### src/rtl/fir_wb_sequencer.sv
// Wishbone master that sequences the FIR accelerator: programs length, starts it,
// streams samples src -> FIR -> dst one classic transfer at a time, then polls ap_done.
module fir_wb_sequencer #(
    parameter logic [31:0] FIR_BASE = 32'h3000_0300,
    parameter int unsigned TIMEOUT  = 1023
) (
    input  logic        wb_clk_i,
    input  logic        wb_rst_i,
    input  logic        start,
    input  logic [31:0] len,
    input  logic [31:0] src_base,
    input  logic [31:0] dst_base,
    output logic        busy,
    output logic        done,
    output logic        err,
    output logic        m_cyc_o,
    output logic        m_stb_o,
    output logic        m_we_o,
    output logic [3:0]  m_sel_o,
    output logic [31:0] m_adr_o,
    output logic [31:0] m_dat_o,
    input  logic        m_ack_i,
    input  logic [31:0] m_dat_i
);

    localparam int unsigned TW = ($clog2(TIMEOUT + 1) > 10) ? $clog2(TIMEOUT + 1) : 10;

    typedef enum logic [3:0] {
        IDLE, CFG_LEN, CFG_START, RD_SRC, WR_X, RD_Y, WR_DST, POLL, FIN
    } state_t;

    state_t        state_q, state_d;
    logic [31:0]   len_q, len_d, src_q, src_d, dst_q, dst_d;
    logic [31:0]   i_q, i_d, x_q, x_d, y_q, y_d;
    logic [31:0]   adr_q, adr_d, dat_q, dat_d;
    logic          cyc_q, cyc_d, we_q, we_d;
    logic          busy_q, busy_d, done_q, done_d, err_q, err_d;
    logic [TW-1:0] tmo_q, tmo_d;

    logic          req_we;
    logic [31:0]   req_adr, req_dat;
    logic          timeout;

    assign timeout = cyc_q && !m_ack_i && (tmo_q == TW'(TIMEOUT - 1));

    // Transfer that the current state issues once the bus is idle.
    always_comb begin
        req_we  = 1'b0;
        req_adr = FIR_BASE;
        req_dat = dat_q;
        case (state_q)
            CFG_LEN:   begin req_we = 1'b1; req_adr = FIR_BASE + 32'h10; req_dat = len_q; end
            CFG_START: begin req_we = 1'b1; req_dat = 32'h1; end
            RD_SRC:    req_adr = src_q + {i_q[29:0], 2'b00};
            WR_X:      begin req_we = 1'b1; req_adr = FIR_BASE + 32'h80; req_dat = x_q; end
            RD_Y:      req_adr = FIR_BASE + 32'h80;
            WR_DST:    begin req_we = 1'b1; req_adr = dst_q + {i_q[29:0], 2'b00}; req_dat = y_q; end
            default:   req_adr = FIR_BASE;
        endcase
    end

    always_comb begin
        state_d = state_q;
        len_d   = len_q;
        src_d   = src_q;
        dst_d   = dst_q;
        i_d     = i_q;
        x_d     = x_q;
        y_d     = y_q;
        adr_d   = adr_q;
        dat_d   = dat_q;
        cyc_d   = cyc_q;
        we_d    = we_q;
        busy_d  = busy_q;
        err_d   = err_q;
        done_d  = 1'b0;
        tmo_d   = '0;

        if (cyc_q) begin
            if (m_ack_i) begin
                cyc_d = 1'b0;
                case (state_q)
                    CFG_LEN:   state_d = CFG_START;
                    CFG_START: state_d = RD_SRC;
                    RD_SRC:    begin x_d = m_dat_i; state_d = WR_X; end
                    WR_X:      state_d = RD_Y;
                    RD_Y:      begin y_d = m_dat_i; state_d = WR_DST; end
                    WR_DST: begin
                        i_d     = i_q + 32'd1;
                        state_d = (i_q + 32'd1 == len_q) ? POLL : RD_SRC;
                    end
                    POLL:      if (m_dat_i[1]) state_d = FIN;
                    default:   state_d = state_q;
                endcase
            end else if (timeout) begin
                cyc_d   = 1'b0;
                err_d   = 1'b1;
                state_d = FIN;
            end else begin
                tmo_d = tmo_q + TW'(1);
            end
        end else begin
            case (state_q)
                IDLE: if (start) begin
                    len_d = len;
                    src_d = {src_base[31:2], 2'b00};
                    dst_d = {dst_base[31:2], 2'b00};
                    i_d   = '0;
                    err_d = 1'b0;
                    if (len == '0) begin
                        state_d = FIN;
                    end else begin
                        state_d = CFG_LEN;
                        busy_d  = 1'b1;
                    end
                end
                FIN:  state_d = IDLE;
                // Entering a transfer state with the bus idle always costs one gap cycle here.
                default: begin
                    cyc_d = 1'b1;
                    we_d  = req_we;
                    adr_d = req_adr;
                    dat_d = req_dat;
                end
            endcase
        end

        if (state_d == FIN) begin
            done_d = 1'b1;
            busy_d = 1'b0;
        end
    end

    always_ff @(posedge wb_clk_i or posedge wb_rst_i) begin
        if (wb_rst_i) begin
            state_q <= IDLE;
            len_q   <= '0;
            src_q   <= '0;
            dst_q   <= '0;
            i_q     <= '0;
            x_q     <= '0;
            y_q     <= '0;
            adr_q   <= '0;
            dat_q   <= '0;
            cyc_q   <= 1'b0;
            we_q    <= 1'b0;
            busy_q  <= 1'b0;
            done_q  <= 1'b0;
            err_q   <= 1'b0;
            tmo_q   <= '0;
        end else begin
            state_q <= state_d;
            len_q   <= len_d;
            src_q   <= src_d;
            dst_q   <= dst_d;
            i_q     <= i_d;
            x_q     <= x_d;
            y_q     <= y_d;
            adr_q   <= adr_d;
            dat_q   <= dat_d;
            cyc_q   <= cyc_d;
            we_q    <= we_d;
            busy_q  <= busy_d;
            done_q  <= done_d;
            err_q   <= err_d;
            tmo_q   <= tmo_d;
        end
    end

    assign m_cyc_o = cyc_q;
    assign m_stb_o = cyc_q;
    assign m_we_o  = we_q;
    assign m_sel_o = 4'hF;
    assign m_adr_o = adr_q;
    assign m_dat_o = dat_q;
    assign busy    = busy_q;
    assign done    = done_q;
    assign err     = err_q;

endmodule

### config.mk
export PLATFORM = sky130hd
export DESIGN_NAME = fir_wb_sequencer
export DESIGN_NICKNAME = d
export VERILOG_FILES = /design/src/rtl/fir_wb_sequencer.sv
export SDC_FILE = /design/constraint.sdc
export NUM_CORES = 1
export LEC_CHECK = 0
export BUFFER_PORTS_ARGS = -buffer_cell sky130_fd_sc_hd__buf_2
export CORE_ASPECT_RATIO = 2
export CORE_MARGIN = 1
export CORE_UTILIZATION = 50
export DETAILED_ROUTE_END_ITERATION = 10
export PLACE_DENSITY_LB_ADDON = 0.2
export SYNTH_ARGS = -nofsm -noshare
export SYNTH_HDL_FRONTEND = slang
export SYNTH_SLANG_ARGS = --single-unit
### constraint.sdc
create_clock -name wb_clk_i -period 10.3 [get_ports wb_clk_i]
set_input_delay 2.06 -clock wb_clk_i [delete_from_list [all_inputs] [get_ports wb_clk_i]]
set_output_delay 2.06 -clock wb_clk_i [all_outputs]
set_load 0.01 [all_outputs]
==> results of run 1 <==
## registers in the layout, summed over array words and instances (netlist names)
register,count
len_q,32
m_dat_o,32
x_q,32
dst_q,30
state_q,4
tmo_q,10
m_adr_o,30
busy,1
i_q,32
done,1
y_q,32
src_q,30
m_cyc_o,1
err,1
m_we_o,1
## worst max-delay path, stage by stage (launching register included)
cell and delay, ns:
dfrtp_1 0.70, nand2b_1 0.24, nor3b_2 0.23, buf_4 0.54, mux2_2 0.42, ha_1 0.35
o211ai_1 0.14, and2_1 0.18, a311o_1 0.36, o21ai_0 0.49, a31oi_1 0.27, a21oi_1 0.38
a221o_1 0.24, mux2i_1 0.18, nand3_1 0.08
## metal layers
layer  vias to the layer above  part of all wire, %
met2                       351                   53
met4                         0                  4.2
met1                      5526                   38
met5                         -                    0
met3                        88                  5.0
li1                       5380                    -
## how the worst max path moves through the flow
stage,cells past startpoint,startpoint,endpoint
final,14,state_q[2],m_adr_o[31]
after global placement,14,state_q[2],m_adr_o[31]
after CTS,14,state_q[2],m_adr_o[31]
after floorplan,1,wb_rst_i,busy
after detailed placement,14,state_q[2],m_adr_o[31]
after global routing,14,state_q[2],m_adr_o[31]
## layout make-up
class | instances | share of cell area [%]
multi-input cells | 1089 | 42.5
flip-flops and latches | 269 | 42.5
repair buffers | 207 | 6.73
clock buffers | 33 | 4.52
well taps | 348 | 2.75
clock inverters | 8 | 0.498
inverters | 17 | 0.450
diodes | 2 | 0.0316
## cell families (layout without fill, tap and decap cells)
group | Yosys count | in the layout | share of synthesized area [%]
other | 2 | 8 | 0.0541
and+or+nand+nor | 586 | 586 | 18.7
adders and majority gates | 33 | 33 | 3.03
xor gates and xnor gates | 80 | 80 | 5.05
AOI/OAI and AO/OA | 284 | 284 | 13.2
muxes | 100 | 100 | 8.05
DFF | 269 | 269 | 48.5
buffers and inverters | 106 | 265 | 3.43
## power by group
group	internal, mW	switching [mW]	leakage [nW]	total [mW]
clock	0.512	0.401	0.392	0.912
combinational	0.682	0.920	3.87	1.60
sequential	1.48	0.324	3.42	1.80
## placed cells by master, fill, tap and decap left out, types with 20 or more instances in the layout
cell / synthesis / routed
buf_2: 2 / 195
mux2_2: 93 / 93
xor2_1: 35 / 35
and3_1: 22 / 20
nor2_1: 99 / 98
ha_1: 32 / 32
xnor2_1: 45 / 45
a21oi_1: 79 / 79
o21ai_0: 83 / 82
a222oi_1: 31 / 31
dfrtp_1: 269 / 269
nand2_1: 341 / 341
nand3_1: 26 / 25
clkbuf_16: 0 / 25
==> flow_summary.ini, run 1 <==
[worst_setup_path]
rr_endpoint = m_adr_o[31]
arrival_ns = 5.38
reg2reg_depth = 14
timing.rr.start = state_q[2]
worstPathRequired_ns = 10.71
critPathLaunchType = register
crit_path_end_kind = register
worstPathMaxFanout = 44
worstSetupPathType = register to register
ff2ff_setup_slack_ns = 5.33

[floorplanning]
rows = 85
start_util_pct = 51.2
die_y_um = 238
core-area_um2 = 27100
dieArea_um2 = 28500
die_w_um = 120
ios = 206

[synth]
ys_seq_elements = 269
synth.most_common_cell = nand2_1
synth-edff-count = 0
synth_area_per_cell_um2 = 9.50
ys_types = 70
ys_seq_area_share_pct = 48.5
synth_top_area_share_pct = 48.5
synth_cells = 1460
synth_top_cell_by_area = dfrtp_1
syn_area_um2 = 13900
synthTopCellsByCount = nand2_1 (341), dfrtp_1 (269), nor2_1 (99), mux2_2 (93), o21ai_0 (83)
synth_top_cells_by_area = dfrtp_1 (49%), nand2_1 (9.2%), mux2_2 (7.5%)
synth_ff_type = dfrtp_1
ys_warn_count = 0
synthArstFlopShare_pct = 100

[global_route]
busiest_layer = met2
track_usage_pct = 26.7
antenna_found_initial = 2
gr-total-overflow = 0
grt_max_degree = 95
grt_pass1_wl_mm = 59.7
grt_use_met1_pct = 30.3
grt_pass1_vias = 11600
met2_usage_pct = 48.3
grt.met3_usage_pct = 3.96

[layout]
multiInputGateArea_um2 = 6740
syn_to_final_growth_pct = 14.2
finalNetCount = 1774
final_core_utilization_pct = 58.4
seqCellArea_um2 = 6730
final_area_um2 = 15800
fill_cells = 2433
drive_gt1_share_pct = 22.2
finalNonFillerCells = 1973

[power]
power_mw = 4.31
ir_worst_vdd_uv = 202
p_per_area_nw_per_um2 = 272
power.leakage_nw = 7.69

[clock_tree]
h-tree-depth = 1
cts_tree = yes
numCtsBuffers = 25
post-cts-setup-buffer-count = 0
cts_buffer_depth = 3
clk_pin_slew_ns = 0.07
ctsHoldBuffers = 0
clock_tree.root_cell = clkbuf_16
cts_resized = 0
cts_sinks = 269
insertion_delay_ns = 0.53

[place]
port_buffers = 195
postPlaceCellArea_um2 = 15000
dp_cells = 1930
gp_congestion = 0.910
hpwl_mm = 26.8
dp_slack_ns = 5.33

[timing]
tns_ns = 0
setup_viol = 0
fin_crit_sh_pct = 48.2
holdWs_ns = 0.471
period_needed_ns = 4.97
max_freq_ghz = 0.201
relSlewSlack_pct = 29.2
fin_ws_ns = 5.33
maxSlewViolCount = 0
finalClockSkew_ns = 0.0114
rsz0062_at_grt = no
worst_slew_pin_slew_ns = 1.06
hold_violations = 0

[hold_path]
min_path_type = register to register
hold_end = dst_q[10]
min_from = dst_q[10]
min_delay_path_depth = 2

[route]
wl_mm = 37.1
ant_nets = 0
viasPerCell = 5.75
drtIter0Drc = 647
drt-wirelength-per-cell_um = 18.8
drc = 0
drtPass1Iterations = 9
vias = 11300

[outcome]
outcome = complete, no violations

[job]
maxCapViolations = 0
(Power assumes the default switching activity.)
==> run 2, diff against run 1 <==
--- a/config.mk
+++ b/config.mk
@@ -5,6 +5,7 @@
 export SDC_FILE = /design/constraint.sdc
 export NUM_CORES = 1
 export LEC_CHECK = 0
+export ABC_AREA = 1
 export BUFFER_PORTS_ARGS = -buffer_cell sky130_fd_sc_hd__buf_2
 export CORE_ASPECT_RATIO = 2
 export CORE_MARGIN = 1
==> constraint.sdc (replaced) <==
create_clock -name wb_clk_i -period 4.5 [get_ports wb_clk_i]
set_input_delay 0.9 -clock wb_clk_i [delete_from_list [all_inputs] [get_ports wb_clk_i]]
set_output_delay 0.9 -clock wb_clk_i [all_outputs]
set_load 0.01 [all_outputs]
==> run 2 against run 1 <==
Critical path depth rose by 4. Count of clock-buffer cells in the layout fell by 1. Critical endpoint is now m_adr_o[30]. Sequential share of layout area down 2.4 points. Sequential power rose by 140%. Via count increased by 18%. Synthesized cell count increased by 29%. Utilization up 1.1 points. Highest routed layer unchanged.
==> flow_summary.ini, run 2 <==
[synth]
synth.most_common_cell = nand2_1
synth-edff-count = 0
syn_area_um2 = 14300
synth_top_cells_by_area = dfrtp_1 (47%), nand2_1 (16%), o21ai_0 (7.7%)
ys_types = 50
ys_warn_count = 0
synth_top_cell_by_area = dfrtp_1
synthArstFlopShare_pct = 100
ys_seq_area_share_pct = 47.0
synth_area_per_cell_um2 = 7.58
synth_ff_type = dfrtp_1
ys_seq_elements = 269
synth_cells = 1889
synth_top_area_share_pct = 47.0
synthTopCellsByCount = nand2_1 (629), dfrtp_1 (269), o21ai_0 (221), inv_1 (196), nor2_1 (120)

[worst_setup_path]
critPathLaunchType = register
worstPathRequired_ns = 4.94
crit_path_frequent_cell = nand2_1
crit_path_end_kind = register
timing.rr.start = state_q[0]
ff2ff_setup_slack_ns = 0.61
path_cells = inv_1 -> nand2_1 -> nor2_2 -> inv_1 -> buf_12 -> o21ai_0 -> ha_1 -> a21oi_1 -> o21ai_0 -> a21oi_1 -> nand3_1 -> nand2_1 -> o211ai_1 -> nand2_1 -> nand3_1 -> o21ai_0 -> buf_4 -> nand2_1
cp_slowest_cell = o21ai_0
rr_endpoint = m_adr_o[30]
worstSetupPathType = register to register
reg2reg_depth = 18
worstPathMaxFanout = 42
cp_slowest_stage_delay_ns = 0.45
arrival_ns = 4.32

[route]
drc = 0
viasPerCell = 5.45
drtPass1Iterations = 5
drt-wirelength-per-cell_um = 19.1
wl_mm = 47.0
ant_nets = 0
drtIter0Drc = 811
vias = 13400

[layout]
finalNetCount = 2247
syn_to_final_growth_pct = 17.2
drive_gt1_share_pct = 15.4
mostFrequentLayoutCells = nand2_1 (629), dfrtp_1 (269), o21ai_0 (221)
layout_commonest_cell = nand2_1
final_core_utilization_pct = 59.5
final_area_um2 = 16800

[hold_path]
min_path_type = input pin to async pin

[floorplanning]
core-area_um2 = 28200
ios = 206
rows = 87
die_w_um = 122
dieArea_um2 = 29300
die_y_um = 241
start_util_pct = 50.8

[job]
maxCapViolations = 0

[place]
gp_congestion = 0.983
port_buffers = 195
hpwl_mm = 35.8
dp_slack_ns = 0.659
postPlaceCellArea_um2 = 15800

[power]
p_sw_mw = 4.81
power.leakage_nw = 8.44
p_per_area_nw_per_um2 = 670
pwr-share-seq_pct = 37.8
pwr-share-comb_pct = 40.3
clkPwrFrac_pct = 22.0
ir_worst_vdd_uv = 429
p_int_mw = 6.43
swShare_pct = 42.8

[timing]
rsz0062_at_grt = no
period_needed_ns = 3.89
max_freq_ghz = 0.257
setup_viol = 0
finalClockSkew_ns = 0.0125
holdWs_ns = 0.337
maxSlewViolCount = 0
fin_ws_ns = 0.611
hold_violations = 0
fin_crit_sh_pct = 86.4
worst_slew_pin_slew_ns = 0.725
relSlewSlack_pct = 51.6
tns_ns = 0

[clock_tree]
post-cts-setup-buffer-count = 0
clock_tree.root_cell = clkbuf_16
insertion_delay_ns = 0.55
numCtsBuffers = 26
ctsHoldBuffers = 0
cts_tree = yes
cts_resized = 0
cts_sinks = 269
cts_buffer_depth = 3
clk_pin_slew_ns = 0.07
h-tree-depth = 1

[global_route]
grt_pass1_wl_mm = 71.3
track_usage_pct = 32.7
antenna_found_initial = 2
grt_max_degree = 97
grt_pass1_vias = 13100
gr-total-overflow = 0

[outcome]
outcome = complete, no violations
[run 2: cell count changes in the layout (fill, tap and decap cells not counted), sizes merged, moves of 32 or more]
cell	before	now
nand2	341	636
inv	17	201
o21ai	84	225
mux2	93	0
nand3	26	89
xnor2	45	3
buf	207	240
a32o	3	35
nor2	100	132
[run 2: final cells by class]
type,count,area [um2]
clock buffer,32,734
timing repair buffer,240,1350
sequential,269,6730
inverter,201,761
multi-input combinational,1344,6510
clock inverter,16,235
antenna,2,5.00
tap,356,445
fill,2685,11400
[run 2: worst max path at each step]
stage	startpoint	endpoint	slack, ns
2_1_floorplan	wb_rst_i	busy	0.05
3_3_place_gp	state_q[0]	m_adr_o[30]	0.66
3_5_place_dp	state_q[0]	m_adr_o[30]	0.66
4_1_cts	state_q[0]	m_adr_o[30]	0.63
5_1_grt	state_q[0]	m_adr_o[30]	0.32
6_report	state_q[0]	m_adr_o[30]	0.61
[run 2: cell families (layout without fill, tap and decap cells)]
logic type,after synthesis,after routing,synth area share [%]
AO/OA/AOI/OAI,397,397,15.9
XOR/XNOR,9,9,0.551
adder cells (fa/ha/maj),33,33,2.94
buffers and inverters,280,489,7.66
flip-flops,269,269,47.0
other,2,8,0.0525
AND/OR/NAND/NOR,899,899,25.9
[run 2: critical path: cells and delay by family (launching register included)]
kind,cells,cell delay [ns]
AOI/OAI and AO/OA,6,1.57
buffers and inverters,4,0.56
DFF,1,0.44
adders and majority gates,1,0.38
and+or+nand+nor,7,0.77
[run 2: power groups by stage]
stage / clock, mW / combinational, mW / sequential [mW]
detailed placement: 0 / 4.50 / 4.26
CTS: 2.51 / 4.54 / 4.23
global route: 2.60 / 5.09 / 4.35
floorplan: 0 / 2.99 / 4.01
finish: 2.47 / 4.53 / 4.24
global placement: 0 / 4.42 / 4.22
[run 2: per-layer routing]
metal	vias up	track usage, %	wire length [um]
met4	0	26.8	4150
li1	6541	-	-
met3	143	3.74	1770
met1	6306	33.5	16300
met2	411	58.8	24800
met5	-	0	0
[run 2: per-stage QoR]
| step | std cells | total power [mW] |
|---|---|---|
| floorplan | 1893 | 6.99 |
| global placement | 2410 | 8.65 |
| detailed placement | 2410 | 8.76 |
| CTS | 2458 | 11.3 |
| global route | 2460 | 12.0 |
| finish | 2460 | 11.2 |
